**src/rtl/pe_operand_feeder_if.sv**
```systemverilog
// Handshake bundle for pe_operand_feeder: start/config, weight and ifmap write
// streams, PE operand outputs and status. master = driver side, slave = feeder.
interface pe_operand_feeder_if #(
    parameter int DATA_W = 8
);
    logic              start;
    logic [7:0]        kernel_size;
    logic [7:0]        ifmap_len;
    logic              w_wr_valid;
    logic              w_wr_ready;
    logic [DATA_W-1:0] w_wr_data;
    logic              if_wr_valid;
    logic              if_wr_ready;
    logic [DATA_W-1:0] if_wr_data;
    logic              pe_en;
    logic              pe_op_valid;
    logic [DATA_W-1:0] pe_weight;
    logic [DATA_W-1:0] pe_ifmap;
    logic [7:0]        pe_win_idx;
    logic              busy;
    logic              done;
    logic              err;

    modport master (
        output start, kernel_size, ifmap_len,
        output w_wr_valid, w_wr_data, if_wr_valid, if_wr_data,
        input  w_wr_ready, if_wr_ready,
        input  pe_en, pe_op_valid, pe_weight, pe_ifmap, pe_win_idx,
        input  busy, done, err
    );

    modport slave (
        input  start, kernel_size, ifmap_len,
        input  w_wr_valid, w_wr_data, if_wr_valid, if_wr_data,
        output w_wr_ready, if_wr_ready,
        output pe_en, pe_op_valid, pe_weight, pe_ifmap, pe_win_idx,
        output busy, done, err
    );
endinterface

```
**src/rtl/pe_operand_feeder.sv**
```systemverilog
// Loads a kernel row and an ifmap row, then drives the PE controller's en and
// streams weight/ifmap pairs per stride-1 window. Ports: clk, rst, io (slave).
module pe_operand_feeder #(
    parameter int DATA_W = 8,
    parameter int MAX_K  = 16,
    parameter int MAX_IF = 64
) (
    input logic                 clk,
    input logic                 rst,
    pe_operand_feeder_if.slave  io
);
    localparam int KW = (MAX_K > 1) ? $clog2(MAX_K) : 1;
    localparam int IW = (MAX_IF > 1) ? $clog2(MAX_IF) : 1;

    typedef enum logic [2:0] {
        S_IDLE, S_LOAD, S_ARM, S_IPSUM, S_OP, S_OPSUM
    } state_t;

    state_t state_q, state_d;
    logic [7:0] k_q, k_d, l_q, l_d;
    logic [7:0] w_cnt_q, w_cnt_d, if_cnt_q, if_cnt_d;
    logic [7:0] win_q, win_d, j_q, j_d;
    logic       busy_q, busy_d, done_q, done_d, err_q, err_d;
    logic       en_q, en_d, opv_q, opv_d;
    logic       w_rdy_q, w_rdy_d, if_rdy_q, if_rdy_d;
    logic [DATA_W-1:0] wt_q, wt_d, ifm_q, ifm_d;

    logic [DATA_W-1:0] w_mem  [MAX_K];
    logic [DATA_W-1:0] if_mem [MAX_IF];

    logic w_fire, if_fire, start_ok;
    logic [7:0] rd_sum;

    assign w_fire  = io.w_wr_valid  & w_rdy_q;
    assign if_fire = io.if_wr_valid & if_rdy_q;

    assign start_ok = (io.kernel_size != 8'd0)
                   && (io.kernel_size <= 8'(MAX_K))
                   && (io.kernel_size <= io.ifmap_len)
                   && (io.ifmap_len <= 8'(MAX_IF));

    always_comb begin
        state_d  = state_q;
        k_d      = k_q;
        l_d      = l_q;
        w_cnt_d  = w_cnt_q;
        if_cnt_d = if_cnt_q;
        win_d    = win_q;
        j_d      = j_q;
        err_d    = 1'b0;
        done_d   = 1'b0;
        if (w_fire)  w_cnt_d  = w_cnt_q + 8'd1;
        if (if_fire) if_cnt_d = if_cnt_q + 8'd1;

        unique case (state_q)
            S_IDLE: begin
                if (io.start) begin
                    if (start_ok) begin
                        k_d      = io.kernel_size;
                        l_d      = io.ifmap_len;
                        w_cnt_d  = 8'd0;
                        if_cnt_d = 8'd0;
                        win_d    = 8'd0;
                        j_d      = 8'd0;
                        state_d  = S_LOAD;
                    end else begin
                        err_d = 1'b1;
                    end
                end
            end
            S_LOAD: begin
                // Use post-write counts so ARM follows the last write directly.
                if (w_cnt_d == k_q && if_cnt_d == l_q) state_d = S_ARM;
            end
            S_ARM: begin
                state_d = S_IPSUM;
            end
            S_IPSUM: begin
                j_d     = 8'd0;
                state_d = S_OP;
            end
            S_OP: begin
                if (j_q == k_q - 8'd1) state_d = S_OPSUM;
                else                   j_d = j_q + 8'd1;
            end
            S_OPSUM: begin
                // Last window when w + K == L, i.e. w == N-1.
                if (win_q + k_q == l_q) begin
                    state_d = S_IDLE;
                    done_d  = 1'b1;
                end else begin
                    win_d   = win_q + 8'd1;
                    state_d = S_IPSUM;
                end
            end
            default: state_d = S_IDLE;
        endcase

        // Outputs are registered from next-state values, which puts the
        // scratchpad read one cycle ahead of the OP cycle it belongs to.
        busy_d   = (state_d != S_IDLE);
        opv_d    = (state_d == S_OP);
        en_d     = (state_d == S_ARM)
                || (state_d == S_OPSUM && (win_d + k_d) != l_d);
        w_rdy_d  = (state_d == S_LOAD) && (w_cnt_d < k_d);
        if_rdy_d = (state_d == S_LOAD) && (if_cnt_d < l_d);
        rd_sum   = win_d + j_d;
        wt_d     = '0;
        ifm_d    = '0;
        if (state_d == S_OP) begin
            wt_d  = w_mem[KW'(j_d)];
            ifm_d = if_mem[IW'(rd_sum)];
        end
    end

    always_ff @(posedge clk) begin
        if (rst) begin
            state_q  <= S_IDLE;
            k_q      <= '0;
            l_q      <= '0;
            w_cnt_q  <= '0;
            if_cnt_q <= '0;
            win_q    <= '0;
            j_q      <= '0;
            busy_q   <= 1'b0;
            done_q   <= 1'b0;
            err_q    <= 1'b0;
            en_q     <= 1'b0;
            opv_q    <= 1'b0;
            w_rdy_q  <= 1'b0;
            if_rdy_q <= 1'b0;
            wt_q     <= '0;
            ifm_q    <= '0;
        end else begin
            state_q  <= state_d;
            k_q      <= k_d;
            l_q      <= l_d;
            w_cnt_q  <= w_cnt_d;
            if_cnt_q <= if_cnt_d;
            win_q    <= win_d;
            j_q      <= j_d;
            busy_q   <= busy_d;
            done_q   <= done_d;
            err_q    <= err_d;
            en_q     <= en_d;
            opv_q    <= opv_d;
            w_rdy_q  <= w_rdy_d;
            if_rdy_q <= if_rdy_d;
            wt_q     <= wt_d;
            ifm_q    <= ifm_d;
        end
    end

    // Scratchpads carry no reset; contents are only read after a full load.
    always_ff @(posedge clk) begin
        if (w_fire)  w_mem[KW'(w_cnt_q)]   <= io.w_wr_data;
        if (if_fire) if_mem[IW'(if_cnt_q)] <= io.if_wr_data;
    end

    assign io.w_wr_ready  = w_rdy_q;
    assign io.if_wr_ready = if_rdy_q;
    assign io.pe_en       = en_q;
    assign io.pe_op_valid = opv_q;
    assign io.pe_weight   = wt_q;
    assign io.pe_ifmap    = ifm_q;
    assign io.pe_win_idx  = win_q;
    assign io.busy        = busy_q;
    assign io.done        = done_q;
    assign io.err         = err_q;
endmodule

```
**src/flat_wrapper.sv**
```systemverilog
// flat-port wrapper written by rule: the top's interface ports become plain ports
module pe_operand_feeder_flat 
#(
    parameter int DATA_W = 8,
    parameter int MAX_K  = 16,
    parameter int MAX_IF = 64
)
  (clk, rst, io_start, io_kernel_size, io_ifmap_len, io_w_wr_valid, io_w_wr_data, io_if_wr_valid, io_if_wr_data, io_w_wr_ready, io_if_wr_ready, io_pe_en, io_pe_op_valid, io_pe_weight, io_pe_ifmap, io_pe_win_idx, io_busy, io_done, io_err);
  pe_operand_feeder_if #(.DATA_W(DATA_W)) io_i ();
  input logic clk;
  input logic rst;
  input wire logic [$bits(io_i.start)-1:0] io_start;
  input wire logic [$bits(io_i.kernel_size)-1:0] io_kernel_size;
  input wire logic [$bits(io_i.ifmap_len)-1:0] io_ifmap_len;
  input wire logic [$bits(io_i.w_wr_valid)-1:0] io_w_wr_valid;
  input wire logic [$bits(io_i.w_wr_data)-1:0] io_w_wr_data;
  input wire logic [$bits(io_i.if_wr_valid)-1:0] io_if_wr_valid;
  input wire logic [$bits(io_i.if_wr_data)-1:0] io_if_wr_data;
  output wire logic [$bits(io_i.w_wr_ready)-1:0] io_w_wr_ready;
  output wire logic [$bits(io_i.if_wr_ready)-1:0] io_if_wr_ready;
  output wire logic [$bits(io_i.pe_en)-1:0] io_pe_en;
  output wire logic [$bits(io_i.pe_op_valid)-1:0] io_pe_op_valid;
  output wire logic [$bits(io_i.pe_weight)-1:0] io_pe_weight;
  output wire logic [$bits(io_i.pe_ifmap)-1:0] io_pe_ifmap;
  output wire logic [$bits(io_i.pe_win_idx)-1:0] io_pe_win_idx;
  output wire logic [$bits(io_i.busy)-1:0] io_busy;
  output wire logic [$bits(io_i.done)-1:0] io_done;
  output wire logic [$bits(io_i.err)-1:0] io_err;
  assign io_i.start = io_start;
  assign io_i.kernel_size = io_kernel_size;
  assign io_i.ifmap_len = io_ifmap_len;
  assign io_i.w_wr_valid = io_w_wr_valid;
  assign io_i.w_wr_data = io_w_wr_data;
  assign io_i.if_wr_valid = io_if_wr_valid;
  assign io_i.if_wr_data = io_if_wr_data;
  assign io_w_wr_ready = io_i.w_wr_ready;
  assign io_if_wr_ready = io_i.if_wr_ready;
  assign io_pe_en = io_i.pe_en;
  assign io_pe_op_valid = io_i.pe_op_valid;
  assign io_pe_weight = io_i.pe_weight;
  assign io_pe_ifmap = io_i.pe_ifmap;
  assign io_pe_win_idx = io_i.pe_win_idx;
  assign io_busy = io_i.busy;
  assign io_done = io_i.done;
  assign io_err = io_i.err;
  pe_operand_feeder #(.DATA_W(DATA_W), .MAX_K(MAX_K), .MAX_IF(MAX_IF)) u_core (.clk(clk), .rst(rst), .io(io_i));
endmodule
```
**config.mk**
```make
export PLATFORM = sky130hd
export DESIGN_NAME = pe_operand_feeder_flat
export DESIGN_NICKNAME = d
export VERILOG_FILES = /design/src/rtl/pe_operand_feeder_if.sv /design/src/rtl/pe_operand_feeder.sv /design/src/flat_wrapper.sv
export SDC_FILE = /design/constraint.sdc
export NUM_CORES = 1
export LEC_CHECK = 0
export ABC_AREA = 1
export CORE_MARGIN = 4
export CORE_UTILIZATION = 53
export DETAILED_ROUTE_END_ITERATION = 8
export DONT_BUFFER_PORTS = 1
export GPL_TIMING_DRIVEN = 0
export PLACE_DENSITY = 0.68
export SLEW_MARGIN = 20
export SYNTH_ARGS = -nofsm -noshare
export SYNTH_HDL_FRONTEND = slang
export SYNTH_SLANG_ARGS = --single-unit
```
**constraint.sdc**
```tcl
create_clock -name clk -period 10.7 [get_ports clk]
set_clock_uncertainty 0.2 [all_clocks]
set_input_delay 2.14 -clock clk [delete_from_list [all_inputs] [get_ports clk]]
set_output_delay 2.14 -clock clk [all_outputs]
set_load 0.05 [all_outputs]
```
# ---- Word-level counts from Yosys, hierarchy flattened
# Memory sizes are Yosys's and may differ from the RTL's. A register that Yosys moved wholly into a read port is not among the register bits.
# Index checks and enable logic that the tools add are counted.
# W data, S select, Z words.
dict set report op_classes {
  n_addsub 8
  n_lt_le_gt_ge 5
  eq_ne 14
  muxes 34
  bitwise_logic 6
  reduce_logical 14
}
# cell count
set ops {}
lappend ops {{$mux W8} 20}
lappend ops {{$add A8 B1 Y8 const B} 4}
lappend ops {{$eq A8 B8 Y1} 4}
lappend ops {{$pmux W8 S3} 1}
lappend ops {{$pmux W3 S6} 1}
lappend ops {{$add A8 B8 Y8} 2}
lappend ops {{$lt A8 B8 Y1} 2}
lappend ops {{$pmux W8 S2} 1}
lappend ops {{$eq A3 B3 Y1 const B} 4}
lappend ops {{$mux W3} 4}
lappend ops {{$eq A3 B2 Y1 const B} 3}
lappend ops {{$le A8 B5 Y1 const B} 1}
lappend ops {{$le A8 B7 Y1 const B} 1}
lappend ops {{$le A8 B8 Y1} 1}
lappend ops {{$ne A8 B8 Y1} 1}
lappend ops {{$reduce_bool A8 Y1} 1}
lappend ops {{$sub A8 B1 Y8 const B} 1}
lappend ops {{$logic_and A1 B1 Y1} 7}
lappend ops {{$add A6 B6 Y6} 1}
lappend ops {{$eq A3 B1 Y1 const B} 2}
lappend ops {{$mux W1} 6}
lappend ops {{$not A1 Y1} 4}
lappend ops {{$reduce_or A2 Y1} 2}
lappend ops {{$logic_not A3 Y1} 1}
lappend ops {{5 further kinds} 6}
dict set report totals {
  reg_bits 58
  ramBits 640
  inputBits 37
  out_inout_bits 31
  elab_cells 97
  n_memories 2
}
# name depth word_bits read_ports rd_clocked_by_memory_dff write_ports line
set mem_list {}
lappend mem_list {u_core.if_mem 64 8 1 1 1 pe_operand_feeder.sv:29} ;# logic [DATA_W-1:0] if_mem [MAX_IF];
lappend mem_list {u_core.w_mem 16 8 1 1 1 pe_operand_feeder.sv:28} ;# logic [DATA_W-1:0] w_mem [MAX_K];

# ---- Longest topological paths before layout
# Gate-level depths: netlist of the first run.
dict set report depth {
  ltp_word 11
  ltp_mapped 33
  ltp_nobuf 33
}

# ---- Worst setup path before layout of the first run
# OpenSTA, ideal clock, no wires.
dict set report synth_path {
  path_kind {input-to-reg}
  start {in io_ifmap_len[7]}
  end {reg u_core.ifm_q[7], in the netlist u_core.io.pe_ifmap[7], read port of u_core.if_mem}
  setup_time_ps 127
  arrival_ps 5701
  t_required_ps 10373
  setup_slack_ps 4672
  stages 27
  n_path_buf 4
  path_cell_list {inv_1 -> ha_1 -> a21oi_1 -> o21a_1 -> nand2_1 -> nand2_1 -> nand3_1 -> inv_1 -> nor2_1 -> inv_1 -> nand4_2 -> nand2_2 -> buf_6 -> inv_2 -> ha_1 -> fa_1 -> inv_1 -> clkbuf_1 -> clkbuf_1 -> clkbuf_1 -> o211ai_1 -> a21oi_1 -> a31oi_1 -> nand3_1 -> nand2_1 -> nand2_1 -> a21oi_1}
}
dict set report synth_via {
  word_cells_on_any_way 17
  cone_classes {add/sub (1); order compare (2); eq/ne (1); mux (9); bitwise (1); reduce/logical (3)}
}
# item line
set synth_lines {}
lappend synth_lines {{start, declared} flat_wrapper.sv:14} ;# input wire logic [$bits(io_i.ifmap_len)-1:0] io_ifmap_len;
lappend synth_lines {{$le A8 B8 Y1} pe_operand_feeder.sv:39} ;# && (io.kernel_size <= io.ifmap_len)
lappend synth_lines {{$logic_and A1 B1 Y1} pe_operand_feeder.sv:39}
lappend synth_lines {{$logic_and A1 B1 Y1 (*)} pe_operand_feeder.sv:40} ;# && (io.ifmap_len <= 8'(MAX_IF));
lappend synth_lines {{$mux W8 (*)} pe_operand_feeder.sv:58} ;# if (start_ok) begin
lappend synth_lines {{$mux W8 (*)} pe_operand_feeder.sv:57} ;# if (io.start) begin
lappend synth_lines {{$pmux W8 S3 (*)} pe_operand_feeder.sv:55} ;# unique case (state_q)
lappend synth_lines {{named net u_core.j_d[0]} pe_operand_feeder.sv:22} ;# logic [7:0] win_q, win_d, j_q, j_d;
lappend synth_lines {{$add A6 B6 Y6 (*)} pe_operand_feeder.sv:107} ;# rd_sum = win_d + j_d;
lappend synth_lines {{end, declared} pe_operand_feeder.sv:26} ;# logic [DATA_W-1:0] wt_q, wt_d, ifm_q, ifm_d;
# Mark *: on every way through the listed nets, which the timed path passes. The rest lies on a longest branch.
# A chain may end at the register's enable or synchronous reset.

# ---- Worst setup path in the final report of the first run
dict set report layout_path {
  start {in io_ifmap_len[7]}
  end {reg u_core.ifm_q[5], in the netlist u_core.io.pe_ifmap[5], read port of u_core.if_mem}
}
# The elaborated chain is that of the path after synthesis.

==> results of run 1 <==
## registers in the layout, summed over array words and instances, names as in the netlist, 3 cells and up
signal and count:
u_core.io.pe_weight 8, u_core.state_q 3, u_core.l_q 8, u_core.j_q 8, u_core.io.pe_ifmap 8, u_core.w_cnt_q 8
u_core.if_mem 512, u_core.io.pe_win_idx 8, u_core.w_mem 128, u_core.k_q 8, u_core.if_cnt_q 8
## synth_stat cells, types with 5 or more instances
cell type / n
a31oi_1: 35
nor2_1: 194
nor3_1: 14
buf_4: 9
nand4_2: 5
o211ai_1: 67
inv_2: 12
buf_2: 42
dfxtp_1: 74
xnor2_1: 11
a21oi_1: 202
ha_1: 47
nand2_2: 7
nand3_2: 5
nand3b_1: 49
nand3_1: 177
buf_1: 11
clkbuf_1: 68
xor2_1: 36
nand2_1: 407
inv_1: 368
mux2i_1: 128
o21ai_0: 224
nand4_1: 12
edfxtp_1: 640
## worst max-delay path: stages
cell and delay, ns:
inv_1 0.03, ha_1 0.31, a21oi_1 0.17, o21a_1 0.14, nand2_1 0.05, nand2_1 0.19, nand3_1 0.14, inv_1 0.10
nor2_1 0.05, inv_1 0.10, nand4_2 0.16, nand2_2 0.12, buf_6 0.16, inv_2 0.12, ha_1 0.62, clkbuf_1 0.70
buf_2 0.46, clkbuf_1 0.65, o21ai_0 0.24, o211ai_1 0.14, a21oi_1 0.16, a31oi_1 0.33, nand3_1 0.12, nand2_1 0.07
nand2_1 0.07, a21oi_1 0.26
## routing by layer
layer	up-vias	GRT usage, %	wire, µm	part of all wire, %
met2	1016	44.0	41400	49
met1	10700	34.1	33800	40
met4	0	9.44	2750	3.2
met5	-	0	0	0
li1	10200	-	-	-
met3	185	4.44	6740	8.0
## power by group through the flow
stage,Sequential (mW),Combinational [mW],Clock [mW]
4_1_cts,3.04,0.120,2.56
6_report,3.04,0.121,2.54
3_5_place_dp,3.10,0.119,0
2_1_floorplan,3.10,0.0856,0
5_1_grt,3.04,0.133,2.68
3_3_place_gp,3.10,0.117,0
## stage by stage
stage,power [mW],util (%)
2_1_floorplan,3.19,-
3_3_place_gp,3.22,55.7
3_5_place_dp,3.22,55.7
4_1_cts,5.72,59.7
5_1_grt,5.86,59.7
6_report,5.70,59.7
## kinds of logic after synthesis
logic type      synth area share (%)
flops                           64.4
buf+inv                         6.38
fa+ha+maj                       2.02
mux                             3.99
compound gates                  9.41
xor+xnor                        1.28
simple gates                    12.5
## how the worst max path moves through the flow
stage,depth (start not counted),startpoint,to
finish,26,io_ifmap_len[7],u_core.io.pe_ifmap[5]
CTS,26,io_ifmap_len[7],u_core.io.pe_ifmap[5]
floorplan,27,io_ifmap_len[7],u_core.io.pe_ifmap[7]
global route,27,u_core.io.pe_win_idx[0],u_core.io.pe_ifmap[5]
global placement,29,io_ifmap_len[1],u_core.io.pe_ifmap[5]
detailed placement,29,io_ifmap_len[1],u_core.io.pe_ifmap[5]
## final cells by class
class                      instances  area, µm²
multi-input combinational       1668       9400
buffer                           133        608
sequential                       714      20700
inverter                         384       1440
clock inverter                    36        279
tap                              773        967
clock buffer                      99       2110
fill                            4845      24000
==> impl_metrics.json, run 1 <==
{
  "status": "completed",
  "synth_area_leaders": "edfxtp_1 (60%), nand2_1 (4.8%), dfxtp_1 (4.6%)",
  "worst_ep_required_time_ns": 11.02,
  "yosysTopAreaCell": "edfxtp_1",
  "drv_slew": 0,
  "cts_made_buffers": 76,
  "start_util_pct": 54.0,
  "whs_ns": 0.312,
  "cts_setup_buffers": 0,
  "yosysTopAreaCellShare_pct": 59.8,
  "wl_per_cell_um": 22.2,
  "cts.clk_slew.worst_paths_ns": 0.06,
  "sw_frac_of_total_pct": 20.3,
  "die_h_um": 254,
  "clk_latency_ns": 0.62,
  "seq_area_frac_synth_pct": 64.4,
  "start_kind": "primary input",
  "holdBufCountCts": 0,
  "path_max_fanout": 10,
  "track_usage_pct": 26.0,
  "syn-cell-area_um2": 32100,
  "yosysWarningCount": 0,
  "cts_sinks": 714,
  "drt_iter0_drc": 2102,
  "p_leak_nw": 13.1,
  "dr_total_vias": 22200,
  "min_path_cells": 1,
  "endpoint_kind": "flip-flop",
  "hold_path.class": "flip-flop to flip-flop",
  "tightest_slew_ns": 1.10,
  "min_to": "u_core.j_q[7]",
  "dpl.cell_count": 3672,
  "clockBufferDepth": 3,
  "area_growth_pct": 10.5,
  "grt_max_degree": 65,
  "hp-start": "u_core.j_q[7]",
  "r2r-start": "u_core.io.pe_win_idx[0]",
  "switchingPower_mw": 1.16,
  "grt_pass1_wl_um": 127000,
  "antenna_cells": 0,
  "die_w_um": 254,
  "die_area_um2": 64600,
  "synth_nets": 2986,
  "synthDistinctLibCells": 53,
  "synth_seq_cells": 714,
  "io_buffer_count": 0,
  "antenna_found_initial": 0,
  "syn_area_per_cell_um2": 11.1,
  "nets": 3064,
  "fin_ws_ns": 3.18,
  "fin_cells": 3807,
  "rrSetupSlack_ns": 3.40,
  "clkPwrFrac_pct": 44.5,
  "critical_path_class": "primary input to flip-flop",
  "synth_enable_flop_cells": 640,
  "final_cell_mix": "edfxtp_1 (640), nand2_1 (407), inv_1 (368)",
  "fin_crit_ns": 7.52,
  "gp_congestion": 0.947,
  "p_int_mw": 4.54,
  "rsz0062_at_grt": "false",
  "arrival_ns": 7.84,
  "fin_area_um2": 35500,
  "cts_resized": 0,
  "final_common_cell": "edfxtp_1",
  "finalHoldViolCount": 0,
  "cts_tree": "done",
  "rows": 89,
  "io-pin-count": 68,
  "setup_tns_ns": 0,
  "postRouteAntennaNets": 0,
  "wirelength_um": 84700,
  "place_area_um2": 33100,
  "synthCells": 2899,
  "htreeDepth": 3,
  "r2r-end": "u_core.io.pe_ifmap[5]",
  "combPwrFrac_pct": 2.1,
  "period_share_pct": 70.3,
  "route.detailed.drc": 0,
  "cts_root_buf": "clkbuf_16",
  "synth_ff_type": "edfxtp_1",
  "timing.fmax_mhz": 133,
  "max_cap_viol_count": 0,
  "seqPwrFrac_pct": 53.4,
  "vdd_ir_drop_max_mv": 0.121,
  "layout-drive-gt1-share_pct": 6.99,
  "pre_cts_slack_ns": 2.66,
  "cellPowerDensity_nw_per_um2": 161,
  "ys_async_sr_fraction_pct": 0,
  "coreArea_um2": 59500,
  "dp_hpwl_um": 57700,
  "setup_violations": 0,
  "grt-ovfl-total": 0,
  "r2r_cells": 27,
  "grt_pass1_vias": 21500,
  "dr.pass1.iters": 6,
  "viasPerCell": 5.83,
  "maxSlewHeadroom_pct": 25.9
}
(Power assumes the default switching activity.)
==> run 2, diff against run 1 <==
clock period = 7.55 ns   (was 10.7 ns; I/O delays follow)
==> run 2 against run 1 <==
Register-to-register slack worse by 2.9 ns. Sequential share of layout area barely moved. Sequential cell count stayed put. Critical path depth is 1 lower. Hold slack gained 0.0092 ns. Clock power rose by 41%. Sequential power is 42% higher. Global-route usage stayed put. Core utilization hardly changed. Largest cell class unchanged.
==> impl_metrics.json, run 2 (synthesis results as in run 1) <==
{
  "status": "completed",
  "drt_iter0_drc": 2172,
  "period_share_pct": 94.0,
  "arrival_ns": 7.34,
  "fillers": 4844,
  "die_h_um": 254,
  "grt_pass1_wl_um": 127000,
  "wl_per_cell_um": 22.3,
  "track_usage_pct": 26.0,
  "place_area_um2": 33100,
  "hp-start": "u_core.j_q[7]",
  "max_cap_viol_count": 0,
  "worst_ep_required_time_ns": 7.79,
  "critical_path_class": "flip-flop to flip-flop",
  "layout-drive-gt1-share_pct": 6.99,
  "io_buffer_count": 0,
  "maxSlewHeadroom_pct": 25.9,
  "path_max_fanout": 10,
  "cp_top_family": "compound AO/OA/AOI/OAI gates",
  "route.detailed.drc": 0,
  "finalHoldViolCount": 0,
  "grt_pass1_vias": 21500,
  "grt-ovfl-total": 0,
  "rsz0062_at_grt": "false",
  "antenna_cells": 0,
  "wirelength_um": 84700,
  "final_common_cell": "edfxtp_1",
  "r2r_cells": 25,
  "hold_path.class": "flip-flop to flip-flop",
  "vdd_ir_drop_max_mv": 0.171,
  "clockBufferDepth": 3,
  "holdBufCountCts": 0,
  "timing.fmax_mhz": 141,
  "coreArea_um2": 59500,
  "cp_slowest_cell": "o21ai_0",
  "min_to": "u_core.j_q[7]",
  "viasPerCell": 5.83,
  "setup_tns_ns": 0,
  "rrSetupSlack_ns": 0.45,
  "switchingPower_mw": 1.64,
  "grt_max_degree": 65,
  "postRouteAntennaNets": 0,
  "drv_slew": 0,
  "die_area_um2": 64600,
  "fin_area_um2": 35500,
  "r2r-end": "u_core.io.pe_ifmap[1]",
  "gp_congestion": 0.947,
  "cts_tree": "done",
  "combPwrFrac_pct": 2.1,
  "r2r-start": "u_core.io.pe_win_idx[0]",
  "nets": 3062,
  "dr.pass1.iters": 6,
  "cts.clk_slew.worst_paths_ns": 0.06,
  "path_buf_inv": 4,
  "clkPwrFrac_pct": 44.5,
  "largest_reg_flops": 512,
  "critical_path.max_stage_delay_ns": 0.88,
  "dr_total_vias": 22200,
  "cts_made_buffers": 76,
  "seqPwrFrac_pct": 53.4,
  "min_path_cells": 1,
  "sw_frac_of_total_pct": 20.3,
  "top_register": "u_core.if_mem",
  "fin_crit_ns": 7.10,
  "path_common_cell": "nand2_1",
  "cts_sinks": 714,
  "start_kind": "flip-flop",
  "cellPowerDensity_nw_per_um2": 228,
  "final_cell_mix": "edfxtp_1 (640), nand2_1 (407), inv_1 (368)",
  "antenna_found_initial": 0,
  "die_w_um": 254,
  "area_growth_pct": 10.5,
  "cts_root_buf": "clkbuf_16",
  "rows": 89,
  "clk_latency_ns": 0.63,
  "endpoint_kind": "flip-flop",
  "start_util_pct": 54.0,
  "p_int_mw": 6.44,
  "tightest_slew_ns": 1.10,
  "setup_violations": 0,
  "p_leak_nw": 13.1,
  "dp_hpwl_um": 57700,
  "top_regs": "u_core.if_mem: 512 flops, u_core.w_mem: 128 flops",
  "htreeDepth": 3,
  "io-pin-count": 68
}
run 2: cell types whose count changed in the layout (fill, tap and decap cells not counted), sizes merged:
cell,delta
clkbuf,-2
run 2: metal layers:
metal	wire, µm	track usage [%]
met1	34000	34.1
met2	41300	44.0
met3	6580	4.44
met4	2820	9.44
met5	0	0
run 2: area by class of cell:
type	instances	area (µm²)	area share (%)
Sequential cell	714	20700	58.3
Multi-Input combinational cell	1668	9400	26.5
Clock buffer	99	2110	5.95
Inverter	384	1440	4.06
Tap cell	773	967	2.72
Buffer	131	601	1.69
Clock inverter	36	279	0.786
run 2: power by group through the flow:
stage / sequential [mW] / clock, mW / combinational [mW]
4_1_cts: 4.31 / 3.63 / 0.170
2_1_floorplan: 4.40 / 0 / 0.121
6_report: 4.31 / 3.59 / 0.173
3_5_place_dp: 4.40 / 0 / 0.169
5_1_grt: 4.31 / 3.80 / 0.188
3_3_place_gp: 4.40 / 0 / 0.166
run 2: worst max path at each step:
stage	startpoint	cells after the start	to	slack, ns
2_1_floorplan	io_ifmap_len[7]	27	u_core.io.pe_ifmap[7]	2.15
3_3_place_gp	io_ifmap_len[1]	29	u_core.io.pe_ifmap[5]	0.18
3_5_place_dp	io_ifmap_len[1]	29	u_core.io.pe_ifmap[5]	0.14
4_1_cts	u_core.io.pe_win_idx[0]	27	u_core.io.pe_ifmap[5]	0.33
5_1_grt	u_core.io.pe_win_idx[0]	26	u_core.io.pe_ifmap[5]	0.08
6_report	u_core.io.pe_win_idx[0]	25	u_core.io.pe_ifmap[1]	0.45
run 2: metrics by stage:
stage	instances	setup slack, ns	utilization [%]	total power, mW	hold WS, ns
2_1_floorplan	2899	2.15	-	4.52	0.258
3_3_place_gp	3672	0.183	55.7	4.56	0.302
3_5_place_dp	3672	0.144	55.7	4.57	0.304
4_1_cts	3807	0.334	59.7	8.11	0.318
5_1_grt	3805	0.0841	59.7	8.30	0.329
6_report	3805	0.455	59.7	8.08	0.321
run 2: what timing repair did:
item,in CTS,in global routing
gates resized for setup,0,0
endpoints found under the setup margin,0,8
setup buffers,0,0
==> run 3, diff against run 2 <==
TNS_END_PERCENT = 30   (was not set)
==> results of run 3 <==
The final DEF is identical to that of run 2; final timing and power are the same.
